File: config.mk
export PLATFORM = sky130hd
export DESIGN_NAME = rotary_position_counter
export DESIGN_NICKNAME = d
export VERILOG_FILES = /design/src/rtl/rotary_pkg.sv /design/src/rtl/rotary_accel.sv /design/src/rtl/rotary_position_counter.sv
export SDC_FILE = /design/constraint.sdc
export NUM_CORES = 1
export LEC_CHECK = 0
export CAP_MARGIN = 10
export CORE_MARGIN = 3
export CORE_UTILIZATION = 52
export DETAILED_ROUTE_END_ITERATION = 10
export MAX_ROUTING_LAYER = met4
export PLACE_DENSITY = 0.78
export SYNTH_ARGS = -nofsm -noshare
export SYNTH_HDL_FRONTEND = slang
export SYNTH_SLANG_ARGS = --single-unit
File: constraint.sdc
create_clock -name i_clk -period 3.4 [get_ports i_clk]
set_clock_uncertainty 0.2 [all_clocks]
set_input_delay 0.34 -clock i_clk [delete_from_list [all_inputs] [get_ports i_clk]]
set_output_delay 0.34 -clock i_clk [all_outputs]
set_load 0.05 [all_outputs]
File: src/rtl/rotary_pkg.sv
// Shared helpers for position consumers fed by the rotary encoder driver.
// rot_step applies one bounded step with either saturate or wrap behaviour.
package rotary_pkg;

  localparam int ROT_SATURATE = 0;
  localparam int ROT_WRAP     = 1;

  // Wide enough for any supported position width plus one guard bit.
  localparam int ROT_W = 32;
  typedef logic [ROT_W:0] rot_val_t;
  localparam rot_val_t ROT_ONE = rot_val_t'(1);

  function automatic rot_val_t rot_step(
    input rot_val_t v,
    input rot_val_t s,
    input logic     dir,
    input rot_val_t min_v,
    input rot_val_t max_v,
    input logic     wrap
  );
    rot_val_t sum;
    rot_val_t room;
    if (dir) begin
      sum = v + s;
      if (sum > max_v) return wrap ? min_v + (sum - max_v - ROT_ONE) : max_v;
      return sum;
    end
    // Compare against the headroom first so nothing ever goes below zero.
    room = v - min_v;
    if (s > room) return wrap ? max_v - (s - room - ROT_ONE) : min_v;
    return v - s;
  endfunction

endpackage

File: src/rtl/rotary_accel.sv
// Speed tracker: measures the gap between accepted steps and the run of fast
// same-direction steps, and turns that into a step size and fast flag.
module rotary_accel #(
  parameter int WIDTH        = 8,
  parameter int ACCEL_WINDOW = 50000,
  parameter int ACCEL_STREAK = 4,
  parameter int ACCEL_STEP   = 4
) (
  input  logic           i_clk,
  input  logic           i_rst,
  input  logic           step,
  input  logic           step_cw,
  input  logic           load,
  output logic [WIDTH:0] step_size,
  output logic           fast
);

  localparam int GAP_W = $clog2(ACCEL_WINDOW + 1);
  localparam int STK_W = $clog2(ACCEL_STREAK + 1);
  localparam logic [GAP_W-1:0] GAP_SAT  = GAP_W'(ACCEL_WINDOW);
  localparam logic [GAP_W-1:0] GAP_ONE  = GAP_W'(1);
  localparam logic [STK_W-1:0] STK_FULL = STK_W'(ACCEL_STREAK);
  localparam logic [STK_W-1:0] STK_ONE  = STK_W'(1);

  logic [GAP_W-1:0] gap_p1;
  logic [STK_W-1:0] streak_p1;
  logic [STK_W-1:0] streak_p0;
  logic             last_cw_p1;
  logic             quick;

  always_comb begin
    quick     = (gap_p1 < GAP_SAT) && (step_cw == last_cw_p1);
    streak_p0 = STK_ONE;
    if (quick) streak_p0 = (streak_p1 == STK_FULL) ? STK_FULL : streak_p1 + STK_ONE;
    step_size = (streak_p0 == STK_FULL) ? (WIDTH+1)'(ACCEL_STEP) : (WIDTH+1)'(1);
  end

  // Stage p1: gap counter, streak and direction history
  always_ff @(posedge i_clk or posedge i_rst) begin
    if (i_rst) begin
      gap_p1     <= GAP_SAT;
      streak_p1  <= '0;
      last_cw_p1 <= 1'b0;
      fast       <= 1'b0;
    end else if (load) begin
      gap_p1    <= GAP_SAT;
      streak_p1 <= '0;
      fast      <= 1'b0;
    end else if (step) begin
      gap_p1     <= '0;
      streak_p1  <= streak_p0;
      last_cw_p1 <= step_cw;
      fast       <= (streak_p0 == STK_FULL);
    end else if (gap_p1 != GAP_SAT) begin
      gap_p1 <= gap_p1 + GAP_ONE;
      // The window expires as the gap saturates: acceleration ends right there.
      if (gap_p1 == GAP_SAT - GAP_ONE) begin
        streak_p1 <= '0;
        fast      <= 1'b0;
      end
    end
  end

endmodule

File: src/rtl/rotary_position_counter.sv
// Bounded position register driven by encoder step pulses, with preset load,
// saturate/wrap range handling and speed-dependent step size.
module rotary_position_counter
  import rotary_pkg::*;
#(
  parameter int WIDTH        = 8,
  parameter int MIN          = 0,
  parameter int MAX          = 255,
  parameter int INIT         = 0,
  parameter int WRAP         = ROT_SATURATE,
  parameter int ACCEL_WINDOW = 50000,
  parameter int ACCEL_STREAK = 4,
  parameter int ACCEL_STEP   = 4
) (
  input  logic             i_clk,
  input  logic             i_rst,
  input  logic             i_cnt,
  input  logic             i_cnt_cw,
  input  logic             i_load,
  input  logic [WIDTH-1:0] i_load_value,
  output logic [WIDTH-1:0] o_value,
  output logic             o_changed,
  output logic             o_at_min,
  output logic             o_at_max,
  output logic             o_fast
);

  localparam logic [WIDTH-1:0] MIN_V  = WIDTH'(MIN);
  localparam logic [WIDTH-1:0] MAX_V  = WIDTH'(MAX);
  localparam logic [WIDTH-1:0] INIT_V = WIDTH'(INIT);
  localparam logic             WRAP_EN = (WRAP == ROT_WRAP);

  function automatic logic [WIDTH-1:0] clamp_load(input logic [WIDTH-1:0] v);
    if (v < MIN_V) return MIN_V;
    if (v > MAX_V) return MAX_V;
    return v;
  endfunction

  function automatic logic [WIDTH-1:0] bounded_step(
    input logic [WIDTH-1:0] v,
    input logic [WIDTH:0]   s,
    input logic             dir
  );
    return WIDTH'(rot_step(rot_val_t'(v), rot_val_t'(s), dir,
                           rot_val_t'(MIN_V), rot_val_t'(MAX_V), WRAP_EN));
  endfunction

  logic             step;
  logic [WIDTH:0]   step_size;
  logic [WIDTH-1:0] value_p0;
  logic [WIDTH-1:0] value_p1;
  logic             changed_p1;

  assign step = i_cnt & ~i_load;

  rotary_accel #(
    .WIDTH        (WIDTH),
    .ACCEL_WINDOW (ACCEL_WINDOW),
    .ACCEL_STREAK (ACCEL_STREAK),
    .ACCEL_STEP   (ACCEL_STEP)
  ) u_accel (
    .i_clk     (i_clk),
    .i_rst     (i_rst),
    .step      (step),
    .step_cw   (i_cnt_cw),
    .load      (i_load),
    .step_size (step_size),
    .fast      (o_fast)
  );

  // Stage p0: next position, load wins over a coincident step
  always_comb begin
    value_p0 = value_p1;
    if (i_load)     value_p0 = clamp_load(i_load_value);
    else if (i_cnt) value_p0 = bounded_step(value_p1, step_size, i_cnt_cw);
  end

  // Stage p1: registered position and change pulse
  always_ff @(posedge i_clk or posedge i_rst) begin
    if (i_rst) begin
      value_p1   <= INIT_V;
      changed_p1 <= 1'b0;
    end else begin
      value_p1   <= value_p0;
      changed_p1 <= (value_p0 != value_p1);
    end
  end

  assign o_value   = value_p1;
  assign o_changed = changed_p1;
  assign o_at_min  = (value_p1 == MIN_V);
  assign o_at_max  = (value_p1 == MAX_V);

endmodule

==> results of run 1 <==
==> cell usage in the layout (no fill, tap or decap), drive strengths merged, types with 6 or more instances in the layout <==
master,n
nor2,32
ha,12
clkdlybuf4s50,24
dfstp,6
nand3b,7
clkbuf,7
buf,44
a21oi,16
xor2,8
nand3,12
nand2,15
xnor2,9
o21ai,22
dfrtp,24
nor3,6
inv,21
nand2b,7
nor4,7
and3,8
==> metrics by stage <==
stage / instances / TNS [ns] / hold slack, ns
floorplan: 305 / 0 / 0.2264
global placement: 404 / -0.06076 / 0.2855
detailed placement: 404 / -0.1222 / 0.2959
CTS: 414 / -0.004738 / 0.2450
global route: 416 / -0.2927 / 0.2909
finish: 416 / -0.07086 / 0.2223
==> sequential cells by signal (all words and copies together) (netlist names) <==
signal,count
o_changed,1
o_value,8
u_accel.fast,1
u_accel.gap_p1,16
u_accel.last_cw_p1,1
u_accel.streak_p1,3
==> power groups by stage <==
stage               registers, uW  clock network [uW]  logic (uW)
global placement              428                   0         410
floorplan                     466                   0         215
detailed placement            428                   0         415
CTS                           422                 385         435
global route                  429                 402         490
finish                        425                 382         463
==> worst min-delay path, cell delays in order <==
cell and delay [ns]:
sky130_fd_sc_hd__clkdlybuf4s50_1 0.39, sky130_fd_sc_hd__inv_1 0.05, sky130_fd_sc_hd__buf_4 0.35
==> how the worst max path moves through the flow <==
| stage | to | slack, ns |
|---|---|---|
| CTS | o_changed | -0.005 |
| finish | o_changed | -0.07 |
| global route | o_changed | -0.18 |
| floorplan | o_changed | 0.01 |
| global placement | o_changed | -0.06 |
| detailed placement | o_changed | -0.12 |
==> final cells by class <==
cell class | instances | area [um2]
multi-input cells | 237 | 1677
well taps | 52 | 65.06
clock buffers | 7 | 86.33
inverters | 21 | 81.33
clock inverters | 1 | 30.03
fillers | 330 | 1206
repair buffers | 68 | 570.5
flip-flops and latches | 30 | 758.2
==> repair_timing <==
action                     in CTS  in global routing
resized for setup              11                 11
pin swaps                       7                 12
setup endpoints to repair       1                  2
buffers inserted                2                  2
==> layer usage <==
metal / vias up / routed length (um) / track usage
met5: - / 0 / -
met4: 0 / 311 / 0.1146
met3: 52 / 682 / 0.05741
met2: 159 / 3438 / 0.4371
met1: 1249 / 3299 / 0.3764
li1: 1247 / - / -
==> cells by family after synthesis <==
group,synth area share
simple gates,0.2688
compound gates,0.2367
flops,0.3045
xor+xnor,0.05980
fa+ha+maj,0.06030
mux,0.004020
buf+inv,0.06583
==> impl_summary.txt, run 1 <==
----------------------------------------------------
[Placed design]
  Count of port buffers added during placement ... 24
  Dpl hpwl ... 5226 um
  Worst Setup Slack post-DPL ... -0.1222 ns
  Dpl cell area ... 0.003017 mm2
  Placer congestion estimate ... 0.9748

[Timing]
  Fraction of the cycle the final worst path needs ... 1.021
  Final setup margin ... -0.07086 ns
  Worst Max-Slew Pin Slew ... 0.5767 ns
  Worst relative slew slack ... 0.6101
  Max Clock Freq ... 288.1 MHz
  Final period demand of the worst path ... 3.471 ns
  Setup repair after global routing missed its margin ... true
  Final count of pins violating max slew ... 0
  Setup violators final ... 1
  Hold Fails Final Rpt ... 0

[Floorplan]
  Die outline area ... 0.005654 mm2
  Starting Density ... 0.5565
  Y dimension of the die ... 75.20 um
  Floorplan row count ... 24
  Width of the die ... 75.20 um
  Std-Cell Core Area ... 0.004474 mm2
  Number of top-level pins ... 25

[Power]
  Switching part of the total power ... 0.3559
  Logic pwr share ... 0.365
  Total power density per cell area ... 388.5 mW/mm2
  Total power after layout ... 1270 uW
  Net switching power ... 452.0 uW
  Power share of the sequential group ... 0.335
  Worst VDD drop ... 0.2915 mV
  Static leakage power ... 0.001382 uW
  Internal power contribution ... 817.9 uW
  Fraction of power consumed by the clock network ... 0.301

[Route]
  Residual DRC count ... 0
  Average wire length per cell after detail routing ... 18.59 um
  First-pass detailed-route iteration total ... 5
  Aggregate routed wire length ... 7732 um
  Via count ... 2707
  Vias/cell ... 6.507
  Initial DRC Count ... 332
  DRT antenna net count ... 0

[Clock network]
  Source-to-sink clock delay at the later pin of the worst-skew pair ... 0.28 ns
  CTS tree ... done
  Maximum root-to-sink buffer count ... 2
  Clock-pin slew on the worst setup and hold paths ... 0.07 ns
  Maximum level of the CTS H-tree ... 2
  CTS sink cnt ... 30
  CTS Root Cell ... sky130_fd_sc_hd__clkbuf_8
  CTS buffer count ... 5
  Post-CTS Hold Buffers ... 0

[Setup path]
  Number of buffers and inverters on the critical path ... 2
  Crit-path max FO ... 6
  Critical Path Source ... u_accel.gap_p1[10]
  Worst-path cell with the longest stage delay ... sky130_fd_sc_hd__or4_4
  Length in cells of the worst reg-to-reg path ... 13
  Element type at the critical path end ... flop
  Critical path type ... reg -> reg
  Stages on the worst setup path ... 13
  Startpoint types ... flop
  Critical Path, Cell by Cell ... or4_4 -> o21ba_4 -> nor2_4 -> nand2_4 -> inv_4 -> ha_4 -> nand3b_1 -> buf_4 -> a311o_1 -> nor3_2 -> nor4_1 -> nor4_1 -> nand4_1
  Library cell appearing most often on the critical path ... sky130_fd_sc_hd__nor4_1
  Data required time of the worst path ... 3.35 ns
  Setup slack of the most critical reg-to-reg path ... -0.07 ns
  Reg-to-reg endpoint ... o_changed
  Category of cells accounting for the largest share of critical-path delay ... simple AND/OR/NAND/NOR gates
  Stage delay of the slowest cell on the critical path ... 0.55 ns
  Data arrival, critical path ... 3.43 ns
  Worst reg2reg path startpoint ... u_accel.gap_p1[10]

[Layout]
  Layout cell share with drive strength beyond 1 ... 0.2115
  Post-layout util ... 0.7304
  Layout Cell Area excl Fill ... 0.003268 mm2
  Area added between synthesis and finish ... 31.26%
  Final net count ... 388
  # diodes ... 0

[Synth]
  Count leader, synth ... sky130_fd_sc_hd__nor2_1
  Cell types with the largest area share after synthesis ... sky130_fd_sc_hd__dfrtp_1 (24%), sky130_fd_sc_hd__dfstp_2 (6.3%), sky130_fd_sc_hd__ha_1 (6.0%)
  Flop and latch count out of synthesis ... 30
  Number of enable flip-flop cells after synthesis ... 0
  Library cell occupying the most area in the post-synthesis netlist ... sky130_fd_sc_hd__dfrtp_1
  Syn Area/Cell ... 8.164 um2
  Distinct cells, synth ... 58
  Count of warnings emitted by yosys ... 0
  Part of the Yosys area used for sequential elements ... 0.3045
  Top-area cell type share of the netlist area ... 0.2412
  Most common library cells after synthesis ... sky130_fd_sc_hd__nor2_1 (32), sky130_fd_sc_hd__dfrtp_1 (24), sky130_fd_sc_hd__o21ai_0 (22)
  Synth async-reset ratio ... 1.000
  Syn Std Cell Area ... 0.002490 mm2
  Most common flop cell mapped by yosys ... sky130_fd_sc_hd__dfrtp_1
  Cells after synthesis ... 305
  Post-Syn Nets ... 330

[Global route]
  Gr ovfl total ... 0
  Gr usage total ... 0.2879
  Largest net degree at the start of global routing ... 31
  Antenna violations before repair ... 0
  Via count of the first global-routing pass ... 2575
  First-pass GRT wire length ... 12130 um

[Status]
  Violated checks ... negative setup slack
  Outcome ... finished with violations

[Worst hold path]
  Worst min-delay path category ... in -> async

[Run]
  Max Cap Viol ... 0

----------------------------------------------------
Power figures use the tool's default switching activity.
==> run 2, diff against run 1 <==
--- a/config.mk
+++ b/config.mk
@@ -8,9 +8,11 @@
 export CAP_MARGIN = 10
 export CORE_MARGIN = 3
 export CORE_UTILIZATION = 52
+export CTS_CLUSTER_SIZE = 28
 export DETAILED_ROUTE_END_ITERATION = 10
 export MAX_ROUTING_LAYER = met4
 export PLACE_DENSITY = 0.78
+export SLEW_MARGIN = 20
 export SYNTH_ARGS = -nofsm -noshare
 export SYNTH_HDL_FRONTEND = slang
 export SYNTH_SLANG_ARGS = --single-unit
==> results of run 2 <==
Same layout as run 1: the final DEF is identical, and so are final timing and power.
==> run 3, diff against run 2 <==
--- a/config.mk
+++ b/config.mk
@@ -8,6 +8,7 @@
 export CAP_MARGIN = 10
 export CORE_MARGIN = 3
 export CORE_UTILIZATION = 52
+export CTS_BUF_LIST = sky130_fd_sc_hd__clkbuf_16
 export CTS_CLUSTER_SIZE = 28
 export DETAILED_ROUTE_END_ITERATION = 10
 export MAX_ROUTING_LAYER = met4
==> run 3 against run 2 <==
The flow still finishes with violations (negative setup slack); non-clock buffer count decreased by 2; worst hold slack better by 0.019 ns; sequential cell count is the same; cell area is 0.42% higher; first-iteration DRC count shrank 21%; clock-buffer cell count shrank 2; largest cell class unchanged; sequential power about the same; critical endpoint unchanged; fmax increased by 1.2%; via count grew 0.37%; routed wire length increased by 1.6%.
==> impl_summary.txt, run 3 (synthesis results as in run 1) <==
----------------------------------------------------
[Status]
  Outcome ... finished with violations
  Violated checks ... negative setup slack

[Global route]
  Gr usage total ... 0.3019 (+0.01406)
  Antenna violations before repair ... 0 (unchanged)
  First-pass GRT wire length ... 12630 um (+4.1%)
  Via count of the first global-routing pass ... 2626 (+2.0%)
  Largest net degree at the start of global routing ... 31 (unchanged)
  Gr ovfl total ... 0 (unchanged)

[Placed design]
  Placed cell count ... 404 (unchanged)
  Placer congestion estimate ... 0.9748 (unchanged)
  Count of port buffers added during placement ... 24 (unchanged)
  Dpl hpwl ... 5226 um (unchanged)
  Dpl cell area ... 0.003017 mm2 (unchanged)

[Run]
  Max Cap Viol ... 0 (unchanged)

[Floorplan]
  Floorplan row count ... 24 (unchanged)
  Number of top-level pins ... 25 (unchanged)
  Y dimension of the die ... 75.20 um (unchanged)
  Width of the die ... 75.20 um (unchanged)
  Std-Cell Core Area ... 0.004474 mm2 (unchanged)
  Starting Density ... 0.5565 (unchanged)
  Die outline area ... 0.005654 mm2 (unchanged)

[Timing]
  Setup repair after global routing missed its margin ... true
  Hold Fails Final Rpt ... 0 (unchanged)
  Setup tns final ... -0.02853 ns (+0.04233 ns)
  Max Clock Freq ... 291.7 MHz (+1.2%)
  Fraction of the cycle the final worst path needs ... 1.008 (-0.01245)
  Setup violators final ... 1 (unchanged)
  Worst Max-Slew Pin Slew ... 0.5859 ns (+0.009217 ns)
  Final period demand of the worst path ... 3.429 ns (-0.04233 ns)
  Worst relative slew slack ... 0.6058 (-0.004330)
  Final setup margin ... -0.02853 ns (+0.04233 ns)
  Final count of pins violating max slew ... 0 (unchanged)
  Hold Worst Slack ... 0.2412 ns (+0.01887 ns)

[Worst hold path]
  Worst min-delay path category ... in -> async

[Clock network]
  CTS tree ... done
  Clock-pin slew on the worst setup and hold paths ... 0.05 ns (-0.02 ns)
  Maximum root-to-sink buffer count ... 2 (unchanged)
  CTS Root Cell ... sky130_fd_sc_hd__clkbuf_16
  CTS buffer count ... 5 (unchanged)
  Maximum level of the CTS H-tree ... 2 (unchanged)
  Source-to-sink clock delay at the later pin of the worst-skew pair ... 0.27 ns (about the same)
  CTS sink cnt ... 30 (unchanged)

[Layout]
  Layout Cell Area excl Fill ... 0.003282 mm2 (+0.42%)
  Area added between synthesis and finish ... 31.81%
  Top reg by flops ... u_accel.gap_p1
  Final net count ... 386 (-0.52%)
  Most frequent cells in the layout ... sky130_fd_sc_hd__buf_4 (42), sky130_fd_sc_hd__nor2_1 (31), sky130_fd_sc_hd__clkdlybuf4s50_1 (24), sky130_fd_sc_hd__dfrtp_1 (24), sky130_fd_sc_hd__o21ai_0 (22)
  Post-layout util ... 0.7335 (+0.003076)
  Max FFs per register ... 16 (unchanged)
  Most frequent standard cell in the layout excluding fill and tap cells ... sky130_fd_sc_hd__buf_4
  Layout cell share with drive strength beyond 1 ... 0.2017 (-0.009881)
  Filler-free cell count of the finished design ... 414 (-0.48%)
  # diodes ... 0 (unchanged)

[Power]
  Worst VDD drop ... 0.2922 mV (+0.25%)
  Total power density per cell area ... 421.3 mW/mm2 (+8.4%)
  Static leakage power ... 0.001396 uW (+0.96%)

[Setup path]
  Data arrival, critical path ... 3.36 ns (-0.07 ns)
  Critical path type ... reg -> reg
  Element type at the critical path end ... flop
  Data required time of the worst path ... 3.34 ns (about the same)
  Crit-path max FO ... 6 (unchanged)
  Startpoint types ... flop

[Route]
  Vias/cell ... 6.563 (+0.85%)
  First-pass detailed-route iteration total ... 5 (unchanged)
  Average wire length per cell after detail routing ... 18.97 um (+2.1%)
  Residual DRC count ... 0 (unchanged)
  Aggregate routed wire length ... 7853 um (+1.6%)
  Initial DRC Count ... 263 (-21%)
  DRT antenna net count ... 0 (unchanged)
  Via count ... 2717 (+0.37%)

----------------------------------------------------
==> run 3: changes by cell type in the layout (fill, tap and decap cells not counted), sizes merged <==
cell	delta
buf	-2
clkbuf	-2
clkinv	+1
inv	+1
==> run 3: per-stage QoR <==
step                total power [uW]  worst slack (ns)
finish                          1383          -0.02853
global route                    1439           -0.1402
CTS                             1365         -0.006597
detailed placement             843.6           -0.1222
global placement               837.9          -0.06076
floorplan                      681.8           0.01493
==> run 3: report_power, final <==
part,switching [uW],internal (uW),leakage (uW)
sequential,40.0,385,0.000367
clock,157,340,0.0000826
combinational,267,193,0.000946
total,464,918,0.00140
==> run 3: path summary, 6_finish.rpt <==
path,from,slack (ns),cells after the start,endpoint
max,u_accel.gap_p1[10],-0.03,13,o_changed
min reg2reg,u_accel.fast,0.32,1,u_accel.fast
min,i_rst,0.24,3,o_value[2]
max in group asynchronous,i_rst,2.43,3,u_accel.gap_p1[6]
max reg2reg,u_accel.gap_p1[10],-0.03,13,o_changed
min in group i_clk,u_accel.fast,0.32,1,u_accel.fast
==> run 3: layer usage <==
| layer | global-route usage | vias up | share of wire |
|---|---|---|---|
| li1 | - | 1239 | - |
| met1 | 0.3857 | 1289 | 0.42 |
| met2 | 0.4632 | 154 | 0.46 |
| met3 | 0.06008 | 35 | 0.086 |
| met4 | 0.1320 | 0 | 0.037 |
| met5 | - | - | 0 |
==> run 3: critical path: stages, from the launching register on <==
cell and delay (ns):
sky130_fd_sc_hd__dfrtp_1 0.38, sky130_fd_sc_hd__or4_4 0.55, sky130_fd_sc_hd__o21ba_4 0.23, sky130_fd_sc_hd__nor2_4 0.10, sky130_fd_sc_hd__nand2_4 0.08, sky130_fd_sc_hd__inv_4 0.08, sky130_fd_sc_hd__ha_4 0.20, sky130_fd_sc_hd__nand3b_1 0.29
sky130_fd_sc_hd__buf_4 0.23, sky130_fd_sc_hd__a311o_1 0.35, sky130_fd_sc_hd__nor3_2 0.25, sky130_fd_sc_hd__nor4_1 0.07, sky130_fd_sc_hd__nor4_1 0.17, sky130_fd_sc_hd__nand4_1 0.12
==> run 3: final cells by class <==
class | count | area [um2]
Clock buffer | 5 | 125.1
Clock inverter | 3 | 37.54
Fill cell | 323 | 1192
Inverter | 21 | 81.33
Multi-Input combinational cell | 237 | 1659
Sequential cell | 30 | 758.2
Tap cell | 52 | 65.06
Timing Repair Buffer | 66 | 555.5
==> run 3: what timing repair did <==
item	CTS	global route
hold buffers	0	0
endpoints found under the setup margin	1	2
pin swaps	8	11
buffers inserted	2	0
gates resized for setup	12	7
